<file path="config.mk">
export PLATFORM = sky130hd
export DESIGN_NAME = serial_sub_ctrl_flat
export DESIGN_NICKNAME = d
export VERILOG_FILES = /design/src/rtl/sub_pkg.sv /design/src/rtl/serial_sub_ctrl_if.sv /design/src/rtl/full_sub_gate.sv /design/src/rtl/serial_sub_ctrl.sv /design/src/flat_wrapper.sv
export SDC_FILE = /design/constraint.sdc
export NUM_CORES = 1
export LEC_CHECK = 0
export ABC_CLOCK_PERIOD_IN_PS = 3900
export CAP_MARGIN = 10
export CORE_MARGIN = 2
export CORE_UTILIZATION = 55
export DETAILED_ROUTE_END_ITERATION = 8
export PLACE_DENSITY = 0.87
export SLEW_MARGIN = 40
export SYNTH_ARGS = -nofsm -noshare
export SYNTH_HDL_FRONTEND = slang
export SYNTH_HIERARCHICAL = 1
export SYNTH_SLANG_ARGS = --single-unit
export TNS_END_PERCENT = 50
</file>
<file path="constraint.sdc">
create_clock -name clk -period 3.9 [get_ports clk]
set_clock_uncertainty 0.1 [all_clocks]
set_input_delay 1.17 -clock clk [delete_from_list [all_inputs] [get_ports clk]]
set_output_delay 1.17 -clock clk [all_outputs]
set_load 0.005 [all_outputs]
</file>
<file path="src/rtl/sub_pkg.sv">
// rtl/sub_pkg.sv - shared constants for the bit-serial subtractor controller
package sub_pkg;

  localparam int SUB_WIDTH = 8;

  // 2'd3 is unused; the controller treats it as a return to idle
  localparam logic [1:0] ST_IDLE  = 2'd0;
  localparam logic [1:0] ST_SHIFT = 2'd1;
  localparam logic [1:0] ST_DONE  = 2'd2;

endpackage

</file>
<file path="src/rtl/serial_sub_ctrl_if.sv">
// rtl/serial_sub_ctrl_if.sv - start/done operand and result bundle of serial_sub_ctrl
interface serial_sub_ctrl_if #(
  parameter int WIDTH = sub_pkg::SUB_WIDTH
);

  logic             start;
  logic [WIDTH-1:0] a;
  logic [WIDTH-1:0] b;
  logic             bin;
  logic             ready;
  logic             busy;
  logic             done;
  logic [WIDTH-1:0] diff;
  logic             borrow_out;

  modport master (
    output start, a, b, bin,
    input  ready, busy, done, diff, borrow_out
  );

  modport slave (
    input  start, a, b, bin,
    output ready, busy, done, diff, borrow_out
  );

endinterface

</file>
<file path="src/rtl/full_sub_gate.sv">
// rtl/full_sub_gate.sv - combinational 1-bit full subtractor cell
module full_sub_gate (
  input  logic a,
  input  logic b,
  input  logic bin,
  output logic diff,
  output logic bout
);

  assign diff = a ^ b ^ bin;
  assign bout = (~a & b) | (~(a ^ b) & bin);

endmodule

</file>
<file path="src/rtl/serial_sub_ctrl.sv">
// rtl/serial_sub_ctrl.sv - LSB-first bit-serial a - b - bin using one full_sub_gate
module serial_sub_ctrl
  import sub_pkg::*;
#(
  parameter int WIDTH = SUB_WIDTH
) (
  input  logic             clk,
  input  logic             rst_n,
  serial_sub_ctrl_if.slave sif
);

  localparam int            CW   = $clog2(WIDTH + 1);
  localparam logic [CW-1:0] LAST = CW'(WIDTH - 1);

  logic [1:0]       state;
  logic [WIDTH-1:0] a_sh;
  logic [WIDTH-1:0] b_sh;
  logic [WIDTH-1:0] r_sh;
  logic [CW-1:0]    cnt;
  logic             borrow_reg;
  logic [WIDTH-1:0] diff_q;
  logic             borrow_out_q;
  logic             cell_diff;
  logic             cell_borrow;

  full_sub_gate u_cell (
    .a    (a_sh[0]),
    .b    (b_sh[0]),
    .bin  (borrow_reg),
    .diff (cell_diff),
    .bout (cell_borrow)
  );

  always_ff @(posedge clk or negedge rst_n) begin
    if (!rst_n) begin
      state        <= ST_IDLE;
      a_sh         <= '0;
      b_sh         <= '0;
      r_sh         <= '0;
      cnt          <= '0;
      borrow_reg   <= 1'b0;
      diff_q       <= '0;
      borrow_out_q <= 1'b0;
    end else begin
      case (state)
        ST_IDLE: begin
          if (sif.start) begin
            a_sh       <= sif.a;
            b_sh       <= sif.b;
            borrow_reg <= sif.bin;
            cnt        <= '0;
            state      <= ST_SHIFT;
          end
        end
        ST_SHIFT: begin
          a_sh       <= a_sh >> 1;
          b_sh       <= b_sh >> 1;
          r_sh       <= {cell_diff, r_sh[WIDTH-1:1]};
          borrow_reg <= cell_borrow;
          if (cnt == LAST) begin
            // Publish the completed word from the final cell output on the edge entering DONE
            diff_q       <= {cell_diff, r_sh[WIDTH-1:1]};
            borrow_out_q <= cell_borrow;
            cnt          <= '0;
            state        <= ST_DONE;
          end else begin
            cnt <= cnt + CW'(1);
          end
        end
        ST_DONE: state <= ST_IDLE;
        default: state <= ST_IDLE;
      endcase
    end
  end

  assign sif.ready      = (state == ST_IDLE);
  assign sif.busy       = (state == ST_SHIFT);
  assign sif.done       = (state == ST_DONE);
  assign sif.diff       = diff_q;
  assign sif.borrow_out = borrow_out_q;

endmodule

</file>
<file path="src/flat_wrapper.sv">
// flat-port wrapper written by rule: the top's interface ports become plain ports
module serial_sub_ctrl_flat import sub_pkg::*;
#(
  parameter int WIDTH = SUB_WIDTH
)
  (clk, rst_n, sif_start, sif_a, sif_b, sif_bin, sif_ready, sif_busy, sif_done, sif_diff, sif_borrow_out);
  serial_sub_ctrl_if #(.WIDTH(WIDTH)) sif_i ();
  input  logic clk;
  input  logic rst_n;
  input wire logic [$bits(sif_i.start)-1:0] sif_start;
  input wire logic [$bits(sif_i.a)-1:0] sif_a;
  input wire logic [$bits(sif_i.b)-1:0] sif_b;
  input wire logic [$bits(sif_i.bin)-1:0] sif_bin;
  output wire logic [$bits(sif_i.ready)-1:0] sif_ready;
  output wire logic [$bits(sif_i.busy)-1:0] sif_busy;
  output wire logic [$bits(sif_i.done)-1:0] sif_done;
  output wire logic [$bits(sif_i.diff)-1:0] sif_diff;
  output wire logic [$bits(sif_i.borrow_out)-1:0] sif_borrow_out;
  assign sif_i.start = sif_start;
  assign sif_i.a = sif_a;
  assign sif_i.b = sif_b;
  assign sif_i.bin = sif_bin;
  assign sif_ready = sif_i.ready;
  assign sif_busy = sif_i.busy;
  assign sif_done = sif_i.done;
  assign sif_diff = sif_i.diff;
  assign sif_borrow_out = sif_i.borrow_out;
  serial_sub_ctrl #(.WIDTH(WIDTH)) u_core (.clk(clk), .rst_n(rst_n), .sif(sif_i));
endmodule
</file>
## Word level (Yosys, flattened, before mapping)

Cells that the tools add are included.

- Bits in registers: 40
- Output and inout port bits: 12
- RAM bits: 0
- Memories kept: 0
- ROM bits: 0
- Input port bits: 20
- Logic and storage cells: 38
- Latch bits: 0

- Shift-type cells: 0
- Magnitude comparators: 0
- Bitwise operators: 7
- $mul: 0
- Div/mod/pow operators: 0
- Multiplexer cells: 12
- Reduce and logical (&&, ||, !) cells: 5
- Eq/ne operators: 5
- Add/sub/neg operators: 1

Operator list:

| cell | number |
|---|---|
| 8-bit one-hot mux with 2 select lines | 2 |
| 8-bit 2-to-1 mux | 2 |
| 4-bit 2-to-1 mux | 2 |
| 4-bit one-hot mux with 2 select lines | 1 |
| 2-bit AND reduction | 3 |
| 4-bit by 1-bit adder with 4-bit output (second input constant) | 1 |
| 4-bit by 3-bit == test with 1-bit output (second input constant) | 1 |
| 2-bit 2-to-1 mux | 2 |
| 2-bit one-hot mux with 2 select lines | 1 |
| 1-bit bitwise AND | 2 |
| 2-bit by 1-bit == test with 1-bit output (second input constant) | 1 |
| 2-bit == test (second input constant) | 1 |
| 2-bit zero test | 1 |
| 2-bit by 1-bit != test with 1-bit output (second input constant) | 1 |
| 2-bit != test (second input constant) | 1 |
| 1-bit NOT | 2 |
| 1-bit one-hot mux with 2 select lines | 1 |
| 2-bit nonzero test | 1 |
| 1-bit bitwise XOR | 2 |
| 1-bit 2-to-1 mux | 1 |
| 1-bit bitwise OR | 1 |

## Longest topological paths before layout

Gate-level depths: netlist of run 1.

- Depth after elaboration: 5
- Depth in mapped cells: 7
- Depth with buffers taken out: 5

## Hierarchy

The synthesis of run 1 kept the hierarchy.

Modules (own cells, without submodules):

| module | cells each | sequential area each (µm²) | instances | area each (µm²) |
|---|---|---|---|---|
| serial_sub_ctrl | 152 | 975.9 | 1 | 1700.4 |
| full_sub_gate | 4 | 0.0 | 1 | 31.3 |

## Worst setup path after synthesis of run 1

No wires, ideal clock.

- Path kind: register to output
- Start point: reg u_core.state[1]
- End point: out sif_busy
- Buffers on the path: 3
- Setup slack: 1581 ps
- Data required time: 2630 ps
- Data arrival time: 1049 ps
- Cell stages (with the launch flop): 6
- Cell sequence: dfrtp_1 buf_6 nand2b_4 buf_4 inv_6 buf_2

- Cells in the longest elaborated chain, start to end: 1

RTL lines:

| element | line | text |
|---|---|---|
| from (decl) | serial_sub_ctrl.sv:15 | `logic [1:0] state;` |
| from (signal assigned) | serial_sub_ctrl.sv:36 | `state <= ST_IDLE;` |
| from (signal assigned) | serial_sub_ctrl.sv:52 | `state <= ST_SHIFT;` |
| from (signal assigned) | serial_sub_ctrl.sv:65 | `state <= ST_DONE;` |
| 2-bit by 1-bit == test with 1-bit output | serial_sub_ctrl.sv:77 | `assign sif.busy = (state == ST_SHIFT);` |
| to (decl) | flat_wrapper.sv:15 | `output wire logic [$bits(sif_i.busy)-1:0] sif_busy;` |

No other way between the ends.

## Final worst setup path of run 1

- Start point: reg u_core.state[0]
- End point: out sif_busy

Same word-level chain as after synthesis.

==> flow_summary.json, run 1 <==
{
  "cp.depth": 3,
  "slowest_stage": "dfrtp_1",
  "cts_setup_buffers": 0,
  "clkPwrFrac_pct": 14.9,
  "avgSynthCellArea_um2": 11.1,
  "timing.final.crit_share_pct": 81.1,
  "clock_tree.htree_level_count": 2,
  "status": "completed",
  "relSlewSlack_pct": 57.4,
  "die_w_um": 60.1,
  "power_mw": 1.55,
  "crit_arrival_ns": 1.89,
  "rrSetupSlack_ns": 2.08,
  "ys_types": 27,
  "p_seq_share_pct": 45.8,
  "place_ws_ns": 1.03,
  "tritoncts": "yes",
  "coreArea_um2": 3030,
  "endpoint_kind": "output port",
  "fin_ws_ns": 0.737,
  "synthCells": 156,
  "min_period_ns": 3.16,
  "wl_per_cell_um": 14.1,
  "gp_congestion": 0.763,
  "io_buffers": 31,
  "min_from": "u_core/r_sh[1]",
  "io_pins": 32,
  "post_cts_resized": 0,
  "die_area_um2": 3610,
  "async_reset_ff_share_pct": 100,
  "layout.nets": 209,
  "crit_chain": "nand2b_4, inv_6, clkdlybuf4s50_1",
  "tns_ns": 0,
  "grt_max_degree": 40,
  "rr_worst_depth": 3,
  "fillCellCount": 236,
  "hold_violations": 0,
  "row_count": 20,
  "min_to": "u_core/r_sh[1]",
  "cts.sinks": 39,
  "multiInputGateArea_um2": 682,
  "track_usage_pct": 20.9,
  "startpoint_type": "flip-flop",
  "seq_area_frac_synth_pct": 56.4,
  "clock_latency_ns": 0.33,
  "synth_ff_type": "dfrtp_1",
  "reg2reg_from": "u_core/state[0]",
  "die_h_um": 60.1,
  "hold_slack_ns": 0.401,
  "tightest_slew_ns": 0.639,
  "start_util_pct": 57.2,
  "finalSetupViolations": 0,
  "crit_family": "buffers and inverters",
  "switchingPower_uw": 540,
  "grt_pass1_wl_um": 5440,
  "drive_gt1_share_pct": 12.2,
  "antenna_found_initial": 0,
  "pwr-share-comb_pct": 39.4,
  "syn_area_um2": 1730,
  "yosysTopAreaCell": "dfrtp_1",
  "rsz0062_at_grt": "false",
  "synth_edf_count": 0,
  "via_per_inst": 5.14,
  "drtIter0Drc": 61,
  "yosysWarnings": 6,
  "path_class": "reg -> out",
  "drtPass1Iterations": 4,
  "dpl.hpwl_um": 2240,
  "synth_seq_cells": 39,
  "clkTransAtPathRegs_ns": 0.11,
  "postLayoutCellArea_um2": 2120,
  "grt_pass1_vias": 1216,
  "grt.overflow.total": 0,
  "seqCellArea_um2": 976,
  "crit_buf_inv": 2,
  "cts_buffer_depth": 2,
  "areaGrowthSynthToFinish_pct": 22.3,
  "vias": 1193,
  "cts_made_buffers": 5,
  "worstPathRequired_ns": 2.63,
  "clock-root-buffer": "clkbuf_4",
  "antenna_cells": 0,
  "r2r-end": "u_core/sif.diff[7]",
  "irDropWorstVdd_v": 0.000383,
  "syn_nets": 178,
  "maxCapViolations": 0,
  "ctsHoldBuffers": 0,
  "synth_top_area_share_pct": 56.4,
  "wl_um": 3260,
  "internal_power_mw": 1.01,
  "report.final.slew_viol_count": 0,
  "worstPathMaxFanout": 25,
  "drtAntennaViolNets": 0,
  "max_freq_ghz": 0.316,
  "power.leakage_nw": 1.01,
  "switching_share_pct": 34.9,
  "slowest_delay_ns": 0.57,
  "drcViolationCount": 0,
  "netlist_top_cells_area": "dfrtp_1, nand2_1, mux2i_1, mux2_2, o21ai_0",
  "placed_area_um2": 2050,
  "power_density_nw_per_um2": 731,
  "hold_path_class": "reg -> reg",
  "hold_depth": 2
}
Yosys cell counts, types with 2 or more instances:
| cell | number |
|---|---|
| a21o_1 | 2 |
| a21oi_1 | 4 |
| a22o_1 | 2 |
| buf_2 | 3 |
| dfrtp_1 | 39 |
| inv_1 | 3 |
| mux2_2 | 10 |
| mux2i_1 | 14 |
| nand2_1 | 39 |
| nor2_1 | 3 |
| nor2b_1 | 5 |
| o21ai_0 | 17 |
cell families after synthesis:
family / Yosys count / synth area share (%)
simple gates: 51 / 13.4
flops: 39 / 56.4
compound gates: 28 / 9.25
mux: 24 / 14.6
buf+inv: 12 / 4.48
fa+ha+maj: 2 / 1.88
cell type report:
type / count / area share [%]
Multi-Input combinational cell: 105 / 32.2
Sequential cell: 39 / 46.1
Timing Repair Buffer: 32 / 14.9
Inverter: 4 / 0.946
Tap cell: 44 / 2.60
Clock buffer: 8 / 3.25
layout by cell type, fill, tap and decap left out, types with 2 or more instances in the layout:
cell type,instances
a21o_1,2
a21oi_1,4
a22o_1,2
buf_4,2
clkbuf_4,5
clkbuf_8,2
clkdlybuf4s50_1,30
dfrtp_1,39
inv_1,3
mux2_2,10
mux2i_1,14
nand2_1,39
nor2_1,3
nor2b_1,5
o21ai_0,17
per-stage QoR:
stage | instances | util [%]
floorplan | 156 | -
global placement | 224 | 67.6
detailed placement | 224 | 67.6
CTS | 232 | 69.8
global route | 232 | 69.9
finish | 232 | 69.9
power groups by stage:
stage	sequential, mW	clock, mW	combinational (mW)
after floorplan	0.677	0	0.436
after global placement	0.704	0	0.578
after detailed placement	0.716	0	0.610
after CTS	0.707	0.239	0.613
after global routing	0.731	0.255	0.680
final	0.708	0.230	0.609
worst max-delay path by stage:
stage	from	to
floorplan	u_core/state[1]	sif_busy
global placement	u_core/state[0]	sif_busy
detailed placement	sif_start	u_core/b_sh[2]
CTS	u_core/state[0]	sif_busy
global route	u_core/state[0]	sif_busy
finish	u_core/state[0]	sif_busy
worst register-to-register path: stages, from the launching register on:
cell and delay, ns:
dfrtp_1 0.57, nand2b_4 0.19, nor3_4 0.47, mux2_2 0.39
per-layer routing:
metal	GRT usage, %	share of wire [%]	vias to the layer above
li1	-	-	583
met1	26.8	46	579
met2	32.9	49	25
met3	4.55	3.2	6
met4	11.4	1.8	0
met5	0	0	-
No activity file was read; power rests on OpenSTA's default activity.
==> inputs of run 2 (changes only) <==
--- a/config.mk
+++ b/config.mk
@@ -5,12 +5,12 @@
 export SDC_FILE = /design/constraint.sdc
 export NUM_CORES = 1
 export LEC_CHECK = 0
-export ABC_CLOCK_PERIOD_IN_PS = 3900
+export ABC_CLOCK_PERIOD_IN_PS = 2550
 export CAP_MARGIN = 10
 export CORE_MARGIN = 2
-export CORE_UTILIZATION = 55
+export CORE_UTILIZATION = 46
 export DETAILED_ROUTE_END_ITERATION = 8
-export PLACE_DENSITY = 0.87
+export PLACE_DENSITY = 0.78
 export SLEW_MARGIN = 40
 export SYNTH_ARGS = -nofsm -noshare
 export SYNTH_HDL_FRONTEND = slang
==> constraint.sdc (replaced) <==
create_clock -name clk -period 2.55 [get_ports clk]
set_clock_uncertainty 0.1 [all_clocks]
set_input_delay 0.765 -clock clk [delete_from_list [all_inputs] [get_ports clk]]
set_output_delay 0.765 -clock clk [all_outputs]
set_load 0.005 [all_outputs]
==> run 2 against run 1 <==
Compared with the run above:
- flip-flop and latch count stayed put
- via count increased by 1.2%
- total power is 56% higher
- utilization fell by 11 points
- sequential share of layout area down 0.64 points
- setup slack got worse by 0.62 ns
- clock power is 80% higher
- routed wire length decreased by 6.3%
- combinational power grew 52%
- critical endpoint unchanged
==> flow_summary.json, run 2 (synthesized netlist as in run 1, its figures left out) <==
{
  "drtAntennaViolNets": 0,
  "irDropWorstVdd_v": 0.000448,
  "slowest_delay_ns": 0.49,
  "tns_ns": 0,
  "layout_common_cells": "nand2_1, dfrtp_1, clkdlybuf4s50_1, o21ai_0, mux2i_1",
  "drtIter0Drc": 52,
  "antenna_cells": 0,
  "tightest_slew_ns": 0.505,
  "grt_pass1_vias": 1174,
  "rsz0062_at_grt": "false",
  "io_pins": 32,
  "io_buffers": 31,
  "post_cts_resized": 0,
  "reg2reg_from": "u_core/state[1]",
  "areaGrowthSynthToFinish_pct": 24.1,
  "ctsHoldBuffers": 0,
  "max_freq_ghz": 0.411,
  "grt.overflow.total": 0,
  "maxCapViolations": 0,
  "start_util_pct": 47.7,
  "cts_buffer_depth": 2,
  "fin_ws_ns": 0.116,
  "clkTransAtPathRegs_ns": 0.07,
  "hold_slack_ns": 0.329,
  "layout.nets": 210,
  "wl_per_cell_um": 13.0,
  "cts_made_buffers": 5,
  "clock_latency_ns": 0.29,
  "path_class": "reg -> out",
  "antenna_found_initial": 0,
  "r2r-end": "u_core/sif.diff[2]",
  "rr_worst_depth": 3,
  "power_density_nw_per_um2": 1120,
  "power.leakage_nw": 1.02,
  "die_area_um2": 4270,
  "die_w_um": 65.4,
  "dpl.hpwl_um": 2170,
  "hold_path_class": "in -> async",
  "hold_violations": 0,
  "grt_pass1_wl_um": 5330,
  "crit_arrival_ns": 1.57,
  "dp_cells": 229,
  "report.final.slew_viol_count": 0,
  "coreArea_um2": 3630,
  "worstPathRequired_ns": 1.69,
  "power_mw": 2.42,
  "slowest_stage": "clkdlybuf4s50_1",
  "via_per_inst": 5.11,
  "status": "completed",
  "worstPathMaxFanout": 11,
  "tritoncts": "yes",
  "postLayoutCellArea_um2": 2150,
  "rrSetupSlack_ns": 0.73,
  "relSlewSlack_pct": 66.2,
  "vias": 1207,
  "die_h_um": 65.4,
  "drive_gt1_share_pct": 13.3,
  "place_ws_ns": 0.362,
  "clock-root-buffer": "clkbuf_8",
  "drtPass1Iterations": 4,
  "final_core_util_pct": 59.2,
  "finalSetupViolations": 0,
  "crit_family": "buffers and inverters",
  "endpoint_kind": "output port",
  "crit_chain": "nand2b_4, inv_6, clkdlybuf4s50_1",
  "cts.sinks": 39,
  "gp_congestion": 0.721,
  "row_count": 22,
  "startpoint_type": "flip-flop",
  "grt_max_degree": 40,
  "stdcell_count": 236,
  "timing.final.crit_share_pct": 95.5,
  "final_common_cell": "nand2_1",
  "wl_um": 3060,
  "crit_buf_inv": 2,
  "track_usage_pct": 16.9,
  "clock_tree.htree_level_count": 2,
  "drcViolationCount": 0,
  "min_period_ns": 2.43,
  "placed_area_um2": 2060,
  "cts_setup_buffers": 0
}
## run 2: worst max-delay path by stage
stage | cells after the start | from | slack [ns] | to
global route | 3 | u_core/state[1] | 0.03 | sif_busy
CTS | 3 | u_core/state[0] | 0.08 | sif_busy
floorplan | 5 | u_core/state[1] | 0.64 | sif_busy
detailed placement | 4 | sif_start | 0.36 | u_core/a_sh[3]
global placement | 3 | u_core/state[0] | 0.42 | sif_busy
finish | 3 | u_core/state[1] | 0.12 | sif_busy
## run 2: where the power goes
group	switching [mW]	internal, mW
sequential	0.190	0.892
clock	0.201	0.212
combinational	0.424	0.498
## run 2: per-layer routing
metal	share of wire [%]	track usage [%]	vias to the layer above
met5	0	0	-
met4	1.8	7.03	0
met3	5.3	5.99	6
met2	51	28.2	30
met1	42	19.7	585
li1	-	-	586
## run 2: cell type report
| cell class | instances | area [um2] |
|---|---|---|
| inverter | 4 | 20.0 |
| tap | 48 | 60.1 |
| fill | 308 | 1480 |
| clock buffer | 6 | 82.6 |
| sequential | 39 | 977 |
| clock inverter | 1 | 5.00 |
| multi-input combinational | 105 | 682 |
| timing repair buffer | 33 | 323 |
==> inputs of run 3 (changes only) <==
--- a/config.mk
+++ b/config.mk
@@ -10,7 +10,9 @@
 export CORE_MARGIN = 2
 export CORE_UTILIZATION = 46
 export DETAILED_ROUTE_END_ITERATION = 8
+export GPL_TIMING_DRIVEN = 0
 export PLACE_DENSITY = 0.78
+export SKIP_LAST_GASP = 1
 export SLEW_MARGIN = 40
 export SYNTH_ARGS = -nofsm -noshare
 export SYNTH_HDL_FRONTEND = slang
==> run 3 against run 2 <==
Compared with the run above:
- final cell count grew 3.0%
- non-clock buffer count up 6
- die area is the same
- utilization is 1.5 points higher
- register-to-register slack better by 0.02 ns
- sequential share of layout area down 1.2 points
- clock power fell by 7.5%
- fmax down 0.24%
==> flow_summary.json, run 3 (synthesized netlist as in run 1, its figures left out) <==
{
  "status": "completed",
  "grt_max_degree": 22,
  "drtAntennaViolNets": 0,
  "fin_ws_ns": 0.110,
  "io_pins": 32,
  "dr_wl_met2_um": 1730,
  "rr_worst_depth": 4,
  "ctsHoldBuffers": 0,
  "die_area_um2": 4270,
  "via_per_inst": 5.17,
  "hold_path_class": "in -> async",
  "wl_um": 3140,
  "antenna_cells": 0,
  "worstPathMaxFanout": 11,
  "crit_buf_inv": 3,
  "track_usage_pct": 17.3,
  "cp.depth": 4,
  "vias": 1256,
  "finalSetupViolations": 0,
  "crit_arrival_ns": 1.58,
  "clkTransAtPathRegs_ns": 0.07,
  "cts_buffer_depth": 2,
  "routed-wl-met3_um": 129,
  "cts.sinks": 39,
  "die_w_um": 65.4,
  "min_period_ns": 2.44,
  "r2r-end": "u_core/sif.diff[0]",
  "relSlewSlack_pct": 67.7,
  "rrSetupSlack_ns": 0.75,
  "slowest_delay_ns": 0.49,
  "io_buffers": 31,
  "slowest_stage": "clkdlybuf4s50_1",
  "dpl.hpwl_um": 2410,
  "fillCellCount": 322,
  "power_density_nw_per_um2": 1110,
  "endpoint_kind": "output port",
  "hold_violations": 0,
  "crit_family": "buffers and inverters",
  "layout.nets": 216,
  "power.leakage_nw": 1.05,
  "clock-root-buffer": "clkbuf_8",
  "clock_latency_ns": 0.28,
  "tns_ns": 0,
  "coreArea_um2": 3630,
  "drtIter0Drc": 43,
  "layout_common_cells": "nand2_1, dfrtp_1, clkdlybuf4s50_1, o21ai_0, mux2i_1",
  "max_freq_ghz": 0.410,
  "timing.critical_path.from": "u_core/state[1]",
  "endpoint": "sif_busy",
  "drive_gt1_share_pct": 13.8,
  "wl_met1_um": 1250,
  "antenna_found_initial": 0,
  "report.final.slew_viol_count": 0,
  "place_ws_ns": -0.0000566,
  "timing.final.crit_share_pct": 95.7,
  "grt.overflow.total": 0,
  "path_class": "reg -> out",
  "top_layer_used": "met4",
  "startpoint_type": "flip-flop",
  "drtPass1Iterations": 4,
  "maxCapViolations": 0,
  "areaGrowthSynthToFinish_pct": 27.2,
  "die_h_um": 65.4,
  "dp_cells": 236,
  "tritoncts": "yes",
  "crit_chain": "buf_6, nand2b_4, inv_8, clkdlybuf4s50_1",
  "reg2reg_from": "u_core/state[1]",
  "tightest_slew_ns": 0.484,
  "wl_per_cell_um": 12.9,
  "gp_congestion": 0.764,
  "rsz0062_at_grt": "false",
  "clock_tree.htree_level_count": 2,
  "start_util_pct": 47.7,
  "grt_pass1_wl_um": 5470,
  "row_count": 22,
  "cts_made_buffers": 5,
  "drcViolationCount": 0,
  "stdcell_count": 243,
  "worstPathRequired_ns": 1.69,
  "grt_pass1_vias": 1290,
  "irDropWorstVdd_v": 0.000580
}
[run 3: area by class of cell]
cell class	count	area, um2	area share, %
buffer	6	45.0	2.04
clock buffer	7	76.3	3.46
clock inverter	1	5.00	0.227
inverter	4	22.5	1.02
multi-input combinational	105	678	30.8
sequential	39	976	44.3
tap	48	60.1	2.73
timing repair buffer	33	340	15.4
[run 3: worst reg2reg max path: stages, from the launching register on]
cell	delay [ns]
dfrtp_1	0.37
buf_6	0.13
nand2b_4	0.22
nor3_4	0.46
mux2_2	0.40
[run 3: metrics by stage]
step           utilization (%)  power, mW  instance area (um2)  hold WS [ns]
6_report                  60.6       2.44                 2200         0.322
2_1_floorplan                -       1.70                 1730         0.340
4_1_cts                   60.8       2.48                 2210         0.328
3_3_place_gp              57.9       2.01                 2100         0.356
3_5_place_dp              58.5       2.08                 2120         0.371
5_1_grt                   60.6       2.65                 2200         0.340
[run 3: worst min-delay path by stage]
stage	from	end	slack, ns
floorplan	u_core/r_sh[1]	u_core/r_sh[1]	0.34
global placement	u_core/r_sh[1]	u_core/r_sh[1]	0.36
detailed placement	u_core/b_sh[2]	u_core/b_sh[2]	0.37
CTS	rst_n	u_core/sif.diff[5]	0.33
global route	rst_n	u_core/sif.diff[5]	0.34
finish	rst_n	u_core/sif.diff[5]	0.32
[run 3: repair_timing]
item | CTS | global route
resized for setup | 1 | 1
endpoints found under the setup margin | 1 | 1
setup buffers | 1 | 0
[run 3: routing by layer]
layer  up-vias  GRT usage (%)
li1        601              -
met1       626           18.5
met2        25           31.5
met3         4           4.28
met4         0           8.59
met5         -              0
[run 3: report_power, final]
part | total [mW] | leakage [nW] | internal (mW) | switching (mW)
Clock | 0.382 | 0.0422 | 0.192 | 0.190
Sequential | 1.06 | 0.491 | 0.891 | 0.166
Combinational | 0.998 | 0.512 | 0.533 | 0.465
Total | 2.44 | 1.05 | 1.62 | 0.821
